[src/rtl/mem_arb_pkg.sv]
// Shared types and constants for the IFU/LSU memory arbiter.
// Holds the FSM state encoding, the requester owner codes and the fetch byte mask.
package mem_arb_pkg;

  typedef enum logic [1:0] {
    IDLE = 2'd0,
    REQ  = 2'd1,
    RESP = 2'd2
  } state_t;

  localparam logic OWN_IF = 1'b0;
  localparam logic OWN_LS = 1'b1;

  // Instruction fetches always read the low four bytes of the word
  localparam int FETCH_BYTES = 'h0F;

  // Wide enough for the largest legal starvation limit (15)
  localparam int STREAK_W = 4;

endpackage

[src/rtl/mem_arb_prio.sv]
// Grant selection between IFU and LSU with an LSU streak limit
// so a busy load/store unit cannot starve instruction fetch forever.
module mem_arb_prio
  import mem_arb_pkg::*;
#(
  parameter int STARVE_MAX = 4
) (
  input  logic clk,
  input  logic rst_n,
  input  logic idle,
  input  logic if_valid,
  input  logic ls_valid,
  output logic if_grant,
  output logic ls_grant
);

  localparam logic [STREAK_W-1:0] STREAK_LIM = STREAK_W'(STARVE_MAX);

  logic [STREAK_W-1:0] streak;
  logic                starving;

  assign starving = if_valid && (streak == STREAK_LIM);

  always_comb begin
    if_grant = 1'b0;
    ls_grant = 1'b0;
    if (idle) begin
      if (ls_valid && !starving) begin
        ls_grant = 1'b1;
      end else if (if_valid) begin
        if_grant = 1'b1;
      end
    end
  end

  // Streak only counts LSU wins that actually made the IFU wait
  always_ff @(posedge clk or negedge rst_n) begin
    if (!rst_n) begin
      streak <= '0;
    end else if (if_grant) begin
      streak <= '0;
    end else if (ls_grant) begin
      if (!if_valid) begin
        streak <= '0;
      end else if (streak != STREAK_LIM) begin
        streak <= streak + 1'b1;
      end
    end
  end

endmodule

[src/rtl/mem_arb.sv]
// Single-outstanding memory arbiter: latches the granted request, presents it
// to memory, then routes the one response back to the requester that owns it.
module mem_arb
  import mem_arb_pkg::*;
#(
  parameter int XLEN       = 64,
  parameter int STARVE_MAX = 4
) (
  input  logic              clk,
  input  logic              rst_n,

  input  logic              if_req_valid,
  output logic              if_req_ready,
  input  logic [XLEN-1:0]   if_addr,
  output logic              if_rsp_valid,
  output logic [XLEN-1:0]   if_rsp_data,

  input  logic              ls_req_valid,
  output logic              ls_req_ready,
  input  logic              ls_wr,
  input  logic [XLEN/8-1:0] ls_bytes,
  input  logic [XLEN-1:0]   ls_addr,
  input  logic [XLEN-1:0]   ls_wdata,
  output logic              ls_rsp_valid,
  output logic [XLEN-1:0]   ls_rsp_data,

  output logic              mem_req_valid,
  input  logic              mem_req_ready,
  output logic              mem_wr,
  output logic [XLEN/8-1:0] mem_bytes,
  output logic [XLEN-1:0]   mem_addr,
  output logic [XLEN-1:0]   mem_wdata,
  input  logic              mem_rsp_valid,
  input  logic [XLEN-1:0]   mem_rsp_data,

  output logic              busy
);

  localparam int BW = XLEN / 8;
  localparam logic [BW-1:0] FETCH_MASK = BW'(FETCH_BYTES);

  state_t            state;
  state_t            state_nxt;
  logic              own_q;
  logic              wr_q;
  logic [BW-1:0]     bytes_q;
  logic [XLEN-1:0]   addr_q;
  logic [XLEN-1:0]   wdata_q;
  logic              idle;
  logic              if_grant;
  logic              ls_grant;
  logic              rsp_fire;
  logic [XLEN-1:0]   rsp_data;

  // Gating with rst_n keeps the ready outputs low while reset is held
  assign idle = (state == IDLE) && rst_n;

  mem_arb_prio #(
    .STARVE_MAX (STARVE_MAX)
  ) u_prio (
    .clk      (clk),
    .rst_n    (rst_n),
    .idle     (idle),
    .if_valid (if_req_valid),
    .ls_valid (ls_req_valid),
    .if_grant (if_grant),
    .ls_grant (ls_grant)
  );

  assign if_req_ready = if_grant;
  assign ls_req_ready = ls_grant;

  always_ff @(posedge clk or negedge rst_n) begin
    if (!rst_n) begin
      state <= IDLE;
    end else begin
      state <= state_nxt;
    end
  end

  // A response seen in the same cycle as mem_req_ready is not consumed
  always_comb begin
    state_nxt = state;
    case (state)
      IDLE:    if (if_grant || ls_grant) state_nxt = REQ;
      REQ:     if (mem_req_ready)        state_nxt = RESP;
      RESP:    if (mem_rsp_valid)        state_nxt = IDLE;
      default:                           state_nxt = IDLE;
    endcase
  end

  always_ff @(posedge clk or negedge rst_n) begin
    if (!rst_n) begin
      own_q   <= OWN_IF;
      wr_q    <= 1'b0;
      bytes_q <= '0;
      addr_q  <= '0;
      wdata_q <= '0;
    end else if (ls_grant) begin
      own_q   <= OWN_LS;
      wr_q    <= ls_wr;
      bytes_q <= ls_bytes;
      addr_q  <= ls_addr;
      wdata_q <= ls_wdata;
    end else if (if_grant) begin
      own_q   <= OWN_IF;
      wr_q    <= 1'b0;
      bytes_q <= FETCH_MASK;
      addr_q  <= if_addr;
      wdata_q <= '0;
    end
  end

  always_comb begin
    rsp_fire     = (state == RESP) && mem_rsp_valid;
    rsp_data     = wr_q ? '0 : mem_rsp_data;
    if_rsp_valid = rsp_fire && (own_q == OWN_IF);
    ls_rsp_valid = rsp_fire && (own_q == OWN_LS);
    if_rsp_data  = if_rsp_valid ? rsp_data : '0;
    ls_rsp_data  = ls_rsp_valid ? rsp_data : '0;
  end

  assign mem_req_valid = (state == REQ);
  assign mem_wr        = wr_q;
  assign mem_bytes     = bytes_q;
  assign mem_addr      = addr_q;
  assign mem_wdata     = wdata_q;
  assign busy          = (state != IDLE);

endmodule

[config.mk]
export PLATFORM = sky130hd
export DESIGN_NAME = mem_arb
export DESIGN_NICKNAME = d
export VERILOG_FILES = /design/src/rtl/mem_arb_pkg.sv /design/src/rtl/mem_arb_prio.sv /design/src/rtl/mem_arb.sv
export SDC_FILE = /design/constraint.sdc
export NUM_CORES = 1
export LEC_CHECK = 0
export CAP_MARGIN = 20
export CORE_AREA = 10 10 205 207
export DETAILED_ROUTE_END_ITERATION = 16
export DIE_AREA = 0 0 215 217
export GPL_ROUTABILITY_DRIVEN = 0
export GPL_TIMING_DRIVEN = 0
export HOLD_SLACK_MARGIN = 0.1
export PLACE_DENSITY = 0.5
export SETUP_SLACK_MARGIN = 0.3
export SLEW_MARGIN = 20
export SYNTH_ARGS = -nofsm -noshare
export SYNTH_HDL_FRONTEND = slang
export SYNTH_HIERARCHICAL = 1
export SYNTH_SLANG_ARGS = --single-unit
[constraint.sdc]
create_clock -name clk -period 2.59 [get_ports clk]
set_clock_uncertainty 0.15 [all_clocks]
set_input_delay 0.518 -clock clk [delete_from_list [all_inputs] [get_ports clk]]
set_output_delay 0.518 -clock clk [all_outputs]
set_load 0.02 [all_outputs]
# Word-level counts from Yosys, hierarchy flattened

Cells that the tools add are included.

Reduce and logical (&&, ||, !) cells: 13
Bitwise logic cells: 1
$add $sub $neg: 1
Equal/unequal tests: 8
Muxes and demuxes: 25

Operators with widths:

| cell                                                   | number |
|---|---|
| 2-to-1 mux 64 bit                                      | 7 |
| 2-to-1 mux 4 bit                                       | 4 |
| 2-to-1 mux 8 bit                                       | 2 |
| 2-to-1 mux 1 bit                                       | 8 |
| logical AND 1 bit                                      | 6 |
| 2-to-1 mux 2 bit                                       | 3 |
| case mux 2 bit (3 select lines)                        | 1 |
| adder 4 x 1 -> 4 bit (second input constant)           | 1 |
| equality test 4 x 3 -> 1 bit (second input constant)   | 1 |
| inequality test 2 x 1 -> 1 bit (second input constant) | 2 |
| inequality test 4 x 3 -> 1 bit (second input constant) | 1 |
| nonzero test 2 bit                                     | 2 |
| inequality test 3 x 1 -> 1 bit (second input constant) | 1 |
| AND reduction 3 bit                                    | 1 |
| equality test 2 x 1 -> 1 bit (second input constant)   | 1 |
| equality test 2 bit (second input constant)            | 1 |
| logical NOT 2 bit                                      | 1 |
| inequality test 2 bit (second input constant)          | 1 |
| AND reduction 2 bit                                    | 1 |
| logical NOT 1 bit                                      | 1 |
| logical OR 1 bit                                       | 1 |
| inverter 1 bit                                         | 1 |

Word-level logic and storage cells: 55
Bits in registers: 144
Output and inout port bits: 271

# Longest topological paths before layout

Gate-level depths: netlist (run 1).

Word-level depth: 9
Depth in mapped cells: 10
Mapped depth without buffers: 7

# By module

The synthesis (run 1) kept the hierarchy.

By module, submodules not included:

| module       | area an instance (sq um) | instances | seq. area each (sq um) | cells each |
|---|---|---|---|---|
| mem_arb      | 6999.2                   | 1         | 3503.4                 | 681 |
| mem_arb_prio | 261.5                    | 1         | 100.1                  | 30 |

# Worst setup path after synthesis (run 1)

OpenSTA, ideal clock, no wires.

Path type: register to register
Start point: register state[0]
End point: register wdata_q[51] (netlist: mem_wdata[51])
Data required time: 2374 ps
Stages on the path, launching flop included: 9
Data arrival time: 2472 ps
Path slack: -98 ps
Period minus slack after synthesis: 2688 ps
Buffers on the path: 3
Setup time: 66 ps
Cells stage by stage: dfrtp_1 > or2_2 > nor2_1 > nand2_1 > a21oi_1 > buf_2 > clkbuf_1 > buf_1 > a22o_1

Longest elaborated chain between the ends: 4
Elaborated cells between the ends (all ways): 6
Those cells by class: mux (3); reduce/logical (3)

RTL lines:

| item                                                           | RTL line           | RTL |
|---|---|---|
| from (decl)                                                    | mem_arb.sv:42      | `state_t state;` |
| from (signal assigned)                                         | mem_arb.sv:77      | `state <= state_nxt;` |
| logical NOT 2 bit *                                            | mem_arb.sv:56      | `assign idle = (state == IDLE) && rst_n;` |
| logical AND 1 bit *                                            | mem_arb.sv:56      |  |
| named net idle                                                 | mem_arb.sv:49      | `logic idle;` |
| 2-to-1 mux 1 bit *                                             | mem_arb_prio.sv:27 | `if (idle) begin` |
| named net ls_req_ready                                         | mem_arb.sv:19      | `output logic ls_req_ready,` |
| 2-to-1 mux 64 bit / nonzero test 2 bit (equally long branches) | --                 |  |
| to (signal assigned)                                           | mem_arb.sv:104     | `wdata_q <= ls_wdata;` |
| to (decl)                                                      | mem_arb.sv:48      | `logic [XLEN-1:0] wdata_q;` |

Mark *: on every way through the listed nets, which the timed path passes. The rest lies on a longest branch.
A chain may end at the register's enable or synchronous reset.

# Final worst setup path (run 1)

Start point: register state[0]
End point: output port if_rsp_data[16]

Longest elaborated chain between the ends: 4

RTL lines:

| item                | RTL line       | RTL |
|---|---|---|
| equality test 2 bit | mem_arb.sv:115 | `rsp_fire = (state == RESP) && mem_rsp_valid;` |
| logical AND 1 bit   | mem_arb.sv:115 |  |
| logical AND 1 bit   | mem_arb.sv:117 | `if_rsp_valid = rsp_fire && (own_q == OWN_IF);` |
| 2-to-1 mux 64 bit   | mem_arb.sv:119 | `if_rsp_data = if_rsp_valid ? rsp_data : '0;` |
| to (decl)           | mem_arb.sv:16  | `output logic [XLEN-1:0] if_rsp_data,` |

Every way passes these cells.

==> impl_summary.log, run 1 <==
INFO  metric detail_route.drc_violations = 0
INFO  metric rsz0062_at_grt = true
INFO  metric ant_nets = 0
INFO  metric finalHoldWorstSlack = 0.123 ns
INFO  metric area_delta_synth_final = 113%
INFO  metric globalRoute.busiestLayer = met2
INFO  metric vias_per_cell = 4.18
INFO  metric setup_slack = -0.0982 ns
INFO  metric synth.yosys.seq_area_share = 0.496
INFO  metric cts_sinks = 144
INFO  metric clkLatencyLatePin = ~0.42 ns
INFO  metric cts_made_buffers = 17
INFO  metric hold_path_class = in2async
INFO  metric setup_violations = a little over 60
INFO  metric crit_required = 1.92 ns
INFO  metric h_tree_lvls = 4
INFO  metric post-route-util = 0.406
INFO  metric post-layout-total-power = 14400 uW
INFO  metric global_route_met1_usage = 0.185
INFO  metric synth.yosys.warnings = 6
INFO  metric grtUsageTotal = 0.170
INFO  metric r2r_path_end = mem_addr[56]$_DFFE_PN0P_
INFO  metric cp-end-kind = output port
INFO  metric power_per_cell_area = 933 nW/um^2
INFO  metric path_clk_slew = 0.07 ns
INFO  metric core.rowCount = 72
INFO  metric synthCells = 711
INFO  metric io_pins = 542
INFO  metric port_buffers = 541
INFO  metric drt-pass1-iter-count = 4
INFO  metric peakVddDrop = 0.524 mV
INFO  metric via_count_of_the_first_global_routing_pass = 8245
INFO  metric critical_path.startpoint_type = flop
INFO  metric syn_area_per_cell = about 10 um^2
INFO  metric gr-usage-met3 = 0.0743
INFO  metric count_of_filler_cells_inserted_in_the_layout = 3814
INFO  metric dp.final_hpwl = 32800 um
INFO  metric timing.reg2reg.worst_path_depth = 14
INFO  metric postRouteWirelength = 43100 um
INFO  metric start_util = 0.191
INFO  metric violations_in_the_final_reports = negative setup slack
INFO  metric detailroute.via_count = 7809
INFO  metric layoutNonFillerInstCount = 1868
INFO  metric cap_viol_max_count = 0
INFO  metric core_area = 38100 um^2
INFO  metric hold_viol = 0
INFO  metric fmax = 372 MHz
INFO  metric grt_start_max_net_pins = between 40 and 50
INFO  metric drt_iter0_drc = around 350
INFO  metric post_synth_instance_area = 7260 um^2
INFO  metric fin_setup_tns = -3.94 ns
INFO  metric post_synth_num_cell_types = 35
INFO  metric power.leakage = approximately 0.0064 uW
INFO  metric die_width = 215 um
INFO  metric worst-slew-pin-transition = 0.443 ns
INFO  metric finalCriticalPeriod = 2.69 ns
INFO  metric tritoncts = done
INFO  metric max-clock-path-buffers = 2
INFO  metric crit_arrival = 2.02 ns
INFO  metric mappedNetlistNets = 984
INFO  metric avgRoutedWirePerCell = 23.0 um
INFO  metric fin_crit_sh = 1.04
INFO  metric result_of_the_run = complete, but fails checks
INFO  metric worst-setup-path-type = reg2out
INFO  metric die-area = 46700 um^2
INFO  metric num-nets-final = approximately 1600
INFO  metric final_layout_size_suffix_gt1_frac = 0.286
INFO  metric ff2ff_setup_slack = approximately 0.25 ns
INFO  metric timing.critical_path.fanout_max = 6
INFO  metric grt.met2_usage = 0.299
INFO  metric grt_first_pass_wirelength = 59300 um
INFO  metric reg2reg_launch_point = state[0]$_DFFE_PN0P_
INFO  metric ys_seq_elements = between 100 and 150
INFO  metric worst_slew_margin_rel = 0.701
INFO  metric cts.root.buffer_cell = clkbuf_16
INFO  metric grt_overflow = 0
INFO  metric die_ht = 217 um
INFO  metric finalMaxSlewViolations = 0
INFO  metric grt_antenna_before_repair = 4
INFO  metric post-place-cells = 1771
## kinds of logic (layout without fill, tap and decap cells)
group                    after synthesis  after routing  share of synthesized area
buffers and inverters                 64            701                     0.0510
flip-flops                           144            144                      0.496
AO/OA/AOI/OAI                        148            148                      0.140
other                                  0              2                          0
multiplexers                          65             65                     0.0896
adder cells (fa/ha/maj)                2              2                    0.00345
AND/OR/NAND/NOR                      288            288                      0.220
## placed cells by master, fill, tap and decap left out, types with 4 or more instances in the layout
cell             count
a22o_1              68
buf_12              20
buf_16               9
buf_2                4
buf_4               98
buf_6               78
buf_8               13
clkbuf_16           30
clkbuf_2             6
clkbuf_4             7
clkdlybuf4s50_1    405
dfrtp_1            141
inv_1                4
inv_6                4
mux2i_1             58
mux2i_2              5
nand2_1            131
nand2_2              8
nor2_1              62
nor2_2               4
nor2_4              67
o21ai_0             54
o21ai_1             13
o21ai_2              4
## worst max-delay path by stage
stage / from / end / slack, ns
finish: state[0]$_DFFE_PN0P_ / if_rsp_data[16] / -0.1
global route: state[0]$_DFFE_PN0P_ / if_rsp_data[16] / -0.17
CTS: state[0]$_DFFE_PN0P_ / if_rsp_data[16] / -0.13
detailed placement: rst_n / mem_bytes[1]$_DFFE_PN0P_ / -1.39
global placement: rst_n / mem_bytes[2]$_DFFE_PN0P_ / -6.97
floorplan: state[0]$_DFFE_PN0P_ / mem_wdata[43]$_DFFE_PN0P_ / 0.31
## sequential cells by signal, summed over array words and instances (netlist names)
register / count
mem_addr: 64
mem_wdata: 64
mem_bytes: 8
u_prio/streak: 4
state: 2
mem_wr: 1
own_q: 1
## critical path, cell delays in order, from the launching register on
cell and delay (ns):
dfrtp_2 0.42, or4b_4 0.59, buf_12 0.18, buf_16 0.15, nor2_4 0.12, buf_6 0.13
## cells in the mapped netlist
library cell	count	area, um^2
a211oi_1	1	7.51
a21o_1	2	15.0
a21oi_1	2	10.0
a22o_1	68	596
a22oi_1	1	7.51
and3_2	1	7.51
and3b_1	1	8.76
and4b_1	1	10.0
buf_1	6	22.5
buf_12	6	120
buf_2	20	100
buf_6	1	11.3
clkbuf_1	26	97.6
dfrtp_1	144	3600
ha_1	2	25.0
inv_1	5	18.8
mux2i_1	65	651
nand2_1	138	518
nand2_2	1	6.26
nand2b_1	1	6.26
nand3_1	2	10.0
nand3b_1	1	7.51
nand3b_2	1	11.3
nand4bb_1	1	11.3
nor2_1	73	274
nor2_4	60	676
nor2b_1	2	12.5
nor3_1	1	5.00
nor3b_1	1	7.51
nor4b_1	1	8.76
o21ai_0	71	355
o31ai_1	2	15.0
o41ai_1	1	8.76
or2_2	1	6.26
or4b_1	1	10.0
## metal layers
layer	share of wire	routed length, um	vias to the layer above
met5	0.00042	18	-
met4	0.012	501	4
met3	0.091	3900	19
met2	0.51	22000	365
met1	0.39	16600	3745
li1	-	-	3676
## power breakdown
group | switching (uW) | internal, uW | total (uW)
Clock | 1170 | 1460 | 2620
Combinational | 3870 | 3930 | 7800
Sequential | 685 | 3330 | 4010
Total | 5720 | 8710 | 14400
## area by class of cell
| type | instances | area [um^2] | share of cell area |
|---|---|---|---|
| antenna | 2 | 5.00 | 0.000324 |
| sequential | 144 | 3610 | 0.233 |
| multi-input combinational | 503 | 3470 | 0.224 |
| clock inverter | 15 | 178 | 0.0115 |
| timing repair buffer | 605 | 6330 | 0.409 |
| clock buffer | 17 | 425 | 0.0275 |
| inverter | 5 | 18.8 | 0.00121 |
| tap | 518 | 648 | 0.0419 |
| buffer | 59 | 785 | 0.0507 |
## through the flow
| stage | cell area (um^2) | setup WS, ns |
|---|---|---|
| 2_1_floorplan | 7310 | 0.315 |
| 3_3_place_gp | 13400 | -6.97 |
| 3_5_place_dp | 13400 | -1.39 |
| 4_1_cts | 14300 | -0.128 |
| 5_1_grt | 15500 | -0.169 |
| 6_report | 15500 | -0.0982 |
## timing repair
action | in CTS | in global routing
pin swaps | 1 | 8
hold endpoints to repair | 112 | 0
cloned | 3 | 13
setup buffers | 5 | 34
resized for setup | 652 | 352
hold buffers | 8 | 0
setup endpoints to repair | 274 | 274
Note: power is estimated with default switching activity, not from simulation.
==> run 2, diff against run 1 <==
--- a/config.mk
+++ b/config.mk
@@ -9,7 +9,6 @@
 export CORE_AREA = 10 10 205 207
 export DETAILED_ROUTE_END_ITERATION = 16
 export DIE_AREA = 0 0 215 217
-export GPL_ROUTABILITY_DRIVEN = 0
 export GPL_TIMING_DRIVEN = 0
 export HOLD_SLACK_MARGIN = 0.1
 export PLACE_DENSITY = 0.5
==> run 2 against run 1 <==
Effect of this change: the flow still finishes with violations (negative setup slack); global-route usage increased by 0.80 points; critical path depth unchanged; first-iteration DRC count increased by 6.9%; setup slack improved by 0.010 ns; fmax increased by 0.38%; final area increased by 6.9%; via count increased by 2.1%; hold slack improved by 0.22 ns; critical endpoint unchanged; highest routed layer unchanged.
==> impl_summary.log, run 2 (synthesis results as in run 1) <==
INFO  metric result_of_the_run = complete, but fails checks (unchanged)
INFO  metric violations_in_the_final_reports = negative setup slack (unchanged)
INFO  metric cpPeakStageDelay = 0.56 ns (was 0.59 ns)
INFO  metric cts.root.buffer_cell = clkbuf_16 (unchanged)
INFO  metric avgRoutedWirePerCell = 24.0 um (was 23.0 um)
INFO  metric cell_at_the_slowest_stage_of_the_critical_path = or4b_4 (unchanged)
INFO  metric port_buffers = 541 (unchanged)
INFO  metric die-area = 46700 um^2 (unchanged)
INFO  metric setup_violations = 81 (was 62)
INFO  metric crit_arrival = 2.01 ns (was 2.02 ns)
INFO  metric clkLatencyLatePin = 0.43 ns (was 0.42 ns)
INFO  metric h_tree_lvls = 4 (unchanged)
INFO  metric setup_slack = -0.0879 ns (was -0.0982 ns)
INFO  metric layoutNonFillerInstCount = 1886 (was 1868)
INFO  metric gpl.final_weighted_congestion = roughly 0.96
INFO  metric io_pins = 542 (unchanged)
INFO  metric fin_setup_tns = -2.86 ns (was -3.94 ns)
INFO  metric vias_per_cell = 4.23 (was 4.18)
INFO  metric core_area = 38100 um^2 (unchanged)
INFO  metric drt_iter0_drc = 373 (was 349)
INFO  metric power_per_cell_area = 920 nW/um^2 (was 933 nW/um^2)
INFO  metric core.rowCount = 72 (unchanged)
INFO  metric worst_slew_margin_rel = 0.726 (was 0.701)
INFO  metric drt-pass1-iter-count = 4 (unchanged)
INFO  metric postRouteWirelength = 45300 um (was 43100 um)
INFO  metric critical_path.startpoint_type = flop (unchanged)
INFO  metric finalMaxSlewViolations = 0 (unchanged)
INFO  metric post-place-cells = 1771 (unchanged)
INFO  metric start_util = 0.191 (unchanged)
INFO  metric path_clk_slew = 0.07 ns (about the same)
INFO  metric grtUsageTotal = 0.178 (was 0.170)
INFO  metric grt_overflow = 0 (unchanged)
INFO  metric ant_nets = 0 (unchanged)
INFO  metric detailroute.via_count = 7971 (was 7809)
INFO  metric multi_input_comb_area = 3910 um^2 (was 3470 um^2)
INFO  metric timing.critical_path.fanout_max = 9 (was 6)
INFO  metric layout.cells.most_common = clkdlybuf4s50_1 (unchanged)
INFO  metric post-route-util = 0.434 (was 0.406)
INFO  metric grt_first_pass_wirelength = 61700 um (was 59300 um)
INFO  metric power.leakage = 0.00665 uW (was 0.00644 uW)
INFO  metric reg2reg_launch_point = state[0]$_DFFE_PN0P_ (unchanged)
INFO  metric worst-slew-pin-transition = 0.407 ns (was 0.443 ns)
INFO  metric worstSetupStartpoint = state[0]$_DFFE_PN0P_ (unchanged)
INFO  metric bufs_and_invs_on_worst_path = 3 (unchanged)
INFO  metric critPathTopFamily = simple AND/OR/NAND/NOR gates (unchanged)
INFO  metric hold_path_class = reg2reg (was in2async)
INFO  metric peakVddDrop = 0.541 mV (was 0.524 mV)
INFO  metric fmax = 373 MHz (was 372 MHz)
INFO  metric seq_area = 3610 um^2 (about the same)
INFO  metric cts_sinks = 144 (unchanged)
INFO  metric crit_required = 1.92 ns (about the same)
INFO  metric cts_made_buffers = 17 (unchanged)
INFO  metric max-clock-path-buffers = 2 (unchanged)
INFO  metric tritoncts = done (unchanged)
INFO  metric cp-end-kind = output port (unchanged)
INFO  metric die_width = 215 um (unchanged)
INFO  metric finalCriticalPeriod = 2.68 ns (was 2.69 ns)
INFO  metric worst-setup-path-type = reg2out (unchanged)
INFO  metric final_layout_size_suffix_gt1_frac = 0.340 (was 0.286)
INFO  metric count_of_filler_cells_inserted_in_the_layout = 3668 (was 3814)
INFO  metric final_cell_mix = clkdlybuf4s50_1, buf_6, dfrtp_1 (was clkdlybuf4s50_1, dfrtp_1, nand2_1)
INFO  metric area_delta_synth_final = 128% (was 113%)
INFO  metric critical_path.cell_chain = or4b_4 > buf_12 > buf_16 > nor2_4 > buf_6 (unchanged)
INFO  metric rsz0062_at_grt = true (unchanged)
INFO  metric fin_crit_sh = 1.03 (was 1.04)
INFO  metric hold_viol = 0 (unchanged)
INFO  metric grt_antenna_before_repair = 6 (was 4)
INFO  metric cap_viol_max_count = 0 (unchanged)
INFO  metric worst_hold_startpoint = mem_wdata[4]$_DFFE_PN0P_
INFO  metric num-nets-final = 1623 (was 1608)
INFO  metric dp.final_hpwl = 33000 um (was 32800 um)
INFO  metric grt_start_max_net_pins = 41 (was 42)
INFO  metric die_ht = 217 um (unchanged)
INFO  metric via_count_of_the_first_global_routing_pass = 8712 (was 8245)
INFO  metric detail_route.drc_violations = 0 (unchanged)
-- run 2: power breakdown --
part | leakage, uW | internal (uW) | switching (uW)
registers | 0.00180 | 3330 | 693
logic | 0.00456 | 4330 | 4200
clock network | 0.000288 | 1500 | 1150
-- run 2: metrics by stage --
step                      setup slack, ns  hold slack (ns)  area (um^2)  power, uW
after floorplan                     0.315           0.0724         7310       7140
after global placement              -6.86            0.328        13400      10900
after detailed placement            -1.34            0.330        13400      11000
after CTS                          -0.106            0.351        15300      14600
after global routing               -0.126            0.363        16500      16000
final                             -0.0879            0.345        16500      15200
-- run 2: routing by layer --
layer	share of wire	up-vias	GRT usage
met3	0.093	32	0.0809
met5	0.00033	-	0
met1	0.38	3864	0.185
met4	0.016	4	0.0542
li1	-	3719	-
met2	0.51	352	0.317
-- run 2: area by class of cell --
class / instances / area share
clock inverters: 12 / 0.00901
diodes: 5 / 0.000757
inverters: 5 / 0.00114
plain buffers: 59 / 0.0566
repair buffers: 620 / 0.411
flip-flops and latches: 144 / 0.218
clock buffers: 20 / 0.0276
multi-input cells: 503 / 0.237
well taps: 518 / 0.0392
-- run 2: worst reg2reg max path, stage by stage (launching register included) --
cell and delay, ns:
dfrtp_2 0.42, buf_4 0.14, buf_6 0.11, or2_4 0.27, nor2_4 0.13, nand2_2 0.08, a21oi_4 0.17, buf_12 0.13
buf_12 0.11, buf_4 0.10, buf_6 0.11, buf_12 0.14, buf_12 0.11, buf_16 0.10, nand2_1 0.05, o21ai_1 0.09
-- run 2: worst paths after layout --
path / to / slack, ns / depth (start not counted)
worst max-delay path: if_rsp_data[16] / -0.09 / 5
worst min-delay path: mem_wdata[4]$_DFFE_PN0P_ / 0.34 / 1
worst max register to register: mem_addr[25]$_DFFE_PN0P_ / 0.10 / 15
worst min register to register: mem_wdata[4]$_DFFE_PN0P_ / 0.34 / 1
max in group asynchronous: state[1]$_DFFE_PN0P_ / 1.31 / 5
min in group asynchronous: mem_addr[41]$_DFFE_PN0P_ / 0.64 / 3
-- run 2: timing repair --
| action | in CTS | in global routing |
|---|---|---|
| endpoints found under the setup margin | 274 | 270 |
| pin swaps | 17 | 53 |
| endpoints found under the hold margin | 84 | 0 |
| cloned | 12 | 15 |
| buffers inserted | 35 | 7 |
| hold buffers | 9 | 0 |
| gates resized for setup | 953 | 256 |
==> run 3, diff against run 2 <==
==> constraint.sdc (replaced) <==
create_clock -name clk -period 2.59 [get_ports clk]
set_clock_uncertainty 0.15 [all_clocks]
set_input_delay 0.518 -clock clk [delete_from_list [all_inputs] [get_ports clk]]
set_output_delay 0.518 -clock clk [all_outputs]
set_load 0.01 [all_outputs]
==> run 3 against run 2 <==
Effect of this change: fmax grew 0.45%; sequential cell count stayed put; cell count is 1.0% lower; via count is 1.4% lower; setup slack improved by 0.012 ns; largest cell class unchanged; highest routed layer unchanged; total power down 6.8%; critical path type unchanged; register-to-register slack better by 0.14 ns; first-iteration DRC count shrank 22%; combinational power down 12%; the flow finishes with violations (negative hold slack, negative setup slack).
==> impl_summary.log, run 3 (synthesis results as in run 1) <==
INFO  metric result_of_the_run = complete, but fails checks (unchanged)
INFO  metric violations_in_the_final_reports = negative hold slack, negative setup slack (was negative setup slack)
INFO  metric die-area = 46700 um^2 (unchanged)
INFO  metric power_per_cell_area = 887 nW/um^2 (was 920 nW/um^2)
INFO  metric detailroute.via_count = 7861 (was 7971)
INFO  metric port_buffers = 541 (unchanged)
INFO  metric setup_slack = -0.0759 ns (was -0.0879 ns)
INFO  metric fin_crit_sh = 1.03 (about the same)
INFO  metric critical_path.startpoint_type = flop (unchanged)
INFO  metric grt_overflow = 0 (unchanged)
INFO  metric postRouteWirelength = 43900 um (was 45300 um)
INFO  metric grt_antenna_before_repair = 9 (was 6)
INFO  metric final_cell_mix = clkdlybuf4s50_1, dfrtp_1, nand2_1 (was clkdlybuf4s50_1, buf_6, dfrtp_1)
INFO  metric finalCriticalPeriod = 2.67 ns (was 2.68 ns)
INFO  metric start_util = 0.191 (unchanged)
INFO  metric final_layout_size_suffix_gt1_frac = 0.355 (was 0.340)
INFO  metric max-clock-path-buffers = 2 (unchanged)
INFO  metric peakVddDrop = 0.551 mV (was 0.541 mV)
INFO  metric vias_per_cell = 4.21 (was 4.23)
INFO  metric path_clk_slew = 0.08 ns (was 0.07 ns)
INFO  metric fmax = 375 MHz (was 373 MHz)
INFO  metric layoutNonFillerInstCount = 1867 (was 1886)
INFO  metric crit_required = 1.92 ns (about the same)
INFO  metric worst-setup-path-type = reg2out (unchanged)
INFO  metric grt_start_max_net_pins = 75 (was 41)
INFO  metric cts_sinks = 144 (unchanged)
INFO  metric core_area = 38100 um^2 (unchanged)
INFO  metric rsz0062_at_grt = true (unchanged)
INFO  metric cap_viol_max_count = 0 (unchanged)
INFO  metric clkLatencyLatePin = 0.43 ns (about the same)
INFO  metric cts_made_buffers = 17 (unchanged)
INFO  metric worst-slew-pin-transition = 0.448 ns (was 0.407 ns)
INFO  metric gpl.final_weighted_congestion = 0.876 (was 0.961)
INFO  metric pre_cts_slack = -1.08 ns (was -1.34 ns)
INFO  metric tritoncts = done (unchanged)
INFO  metric setup_violations = 60 (was 81)
INFO  metric hold_path_class = in2async (was reg2reg)
INFO  metric worst_slew_margin_rel = 0.698 (was 0.726)
INFO  metric die_width = 215 um (unchanged)
INFO  metric detail_route.drc_violations = 0 (unchanged)
INFO  metric timing.critical_path.fanout_max = 6 (was 9)
INFO  metric post-route-util = 0.419 (was 0.434)
INFO  metric drt_iter0_drc = 290 (was 373)
INFO  metric core.rowCount = 72 (unchanged)
INFO  metric via_count_of_the_first_global_routing_pass = 8490 (was 8712)
INFO  metric cp-end-kind = output port (unchanged)
INFO  metric area_delta_synth_final = 120% (was 128%)
INFO  metric grtUsageTotal = 0.173 (was 0.178)
INFO  metric crit_arrival = 2.00 ns (was 2.01 ns)
INFO  metric hold_viol = 70 (was 0)
INFO  metric ant_nets = 0 (unchanged)
INFO  metric die_ht = 217 um (unchanged)
INFO  metric finalHoldWorstSlack = -0.180 ns (was 0.345 ns)
INFO  metric avgRoutedWirePerCell = 23.5 um (was 24.0 um)
INFO  metric io_pins = 542 (unchanged)
INFO  metric layout.cells.most_common = clkdlybuf4s50_1 (unchanged)
INFO  metric power.leakage = 0.00680 uW (was 0.00665 uW)
INFO  metric dp.final_hpwl = 33600 um (was 33000 um)
INFO  metric h_tree_lvls = 4 (unchanged)
INFO  metric num-nets-final = 1605 (was 1623)
INFO  metric post-place-cells = 1771 (unchanged)
INFO  metric cts.root.buffer_cell = clkbuf_16 (unchanged)
INFO  metric finalMaxSlewViolations = 0 (unchanged)
INFO  metric grt_first_pass_wirelength = 60100 um (was 61700 um)
INFO  metric drt-pass1-iter-count = 4 (unchanged)
run 3: path summary, 6_finish.rpt:
path,from,depth (start not counted),slack [ns],endpoint
max,own_q$_DFFE_PN0P_,5,-0.08,if_rsp_data[17]
min,rst_n,1,-0.18,mem_wdata[38]$_DFFE_PN0P_
max reg2reg,state[0]$_DFFE_PN0P_,13,0.24,mem_addr[3]$_DFFE_PN0P_
min reg2reg,mem_wdata[6]$_DFFE_PN0P_,1,0.35,mem_wdata[6]$_DFFE_PN0P_
max in group asynchronous,rst_n,2,1.70,state[1]$_DFFE_PN0P_
min in group clk,mem_wdata[6]$_DFFE_PN0P_,1,0.35,mem_wdata[6]$_DFFE_PN0P_
run 3: cell type report:
class	instances	area, um^2
antenna	4	10.0
buffer	59	958
clock buffer	18	439
clock inverter	14	173
fill	3745	22100
inverter	5	18.8
multi-input combinational	503	3910
sequential	144	3610
tap	518	648
timing repair buffer	602	6210
run 3: repair_timing:
| item | 4_1_cts | 5_1_grt |
|---|---|---|
| setup buffers | 28 | 6 |
| endpoints found under the hold margin | 70 | 70 |
| pin swaps | 10 | 38 |
| cloned | 5 | 21 |
| setup endpoints to repair | 273 | 273 |
| gates resized for setup | 757 | 302 |
run 3: metal layers:
metal / routed length (um) / vias up / GRT usage
met2: 22500 / 356 / 0.304
met5: 57 / - / 0
met3: 4380 / 40 / 0.0813
met4: 599 / 8 / 0.0481
li1: - / 3681 / -
met1: 16400 / 3776 / 0.182
run 3: critical path: stages, from the launching register on:
cell and delay [ns]:
dfrtp_1 0.39, or4b_4 0.60, buf_12 0.18, buf_16 0.15
nor2_4 0.13, buf_6 0.11
run 3: stage by stage:
stage	setup TNS (ns)	total power (uW)	hold WS [ns]	instance area, um^2
floorplan	0	6230	0.0724	7280
global placement	-1899.91	10000	0.327	13300
detailed placement	-220.22	10000	0.329	13400
CTS	-3.60	13400	-0.100	14600
global route	-7.43	15000	-0.163	16000
finish	-2.44	14200	-0.180	16000
run 3: where the power goes:
group          switching (uW)  internal [uW]
clock network            1180           1480
registers                 677           3330
logic                    3250           4260
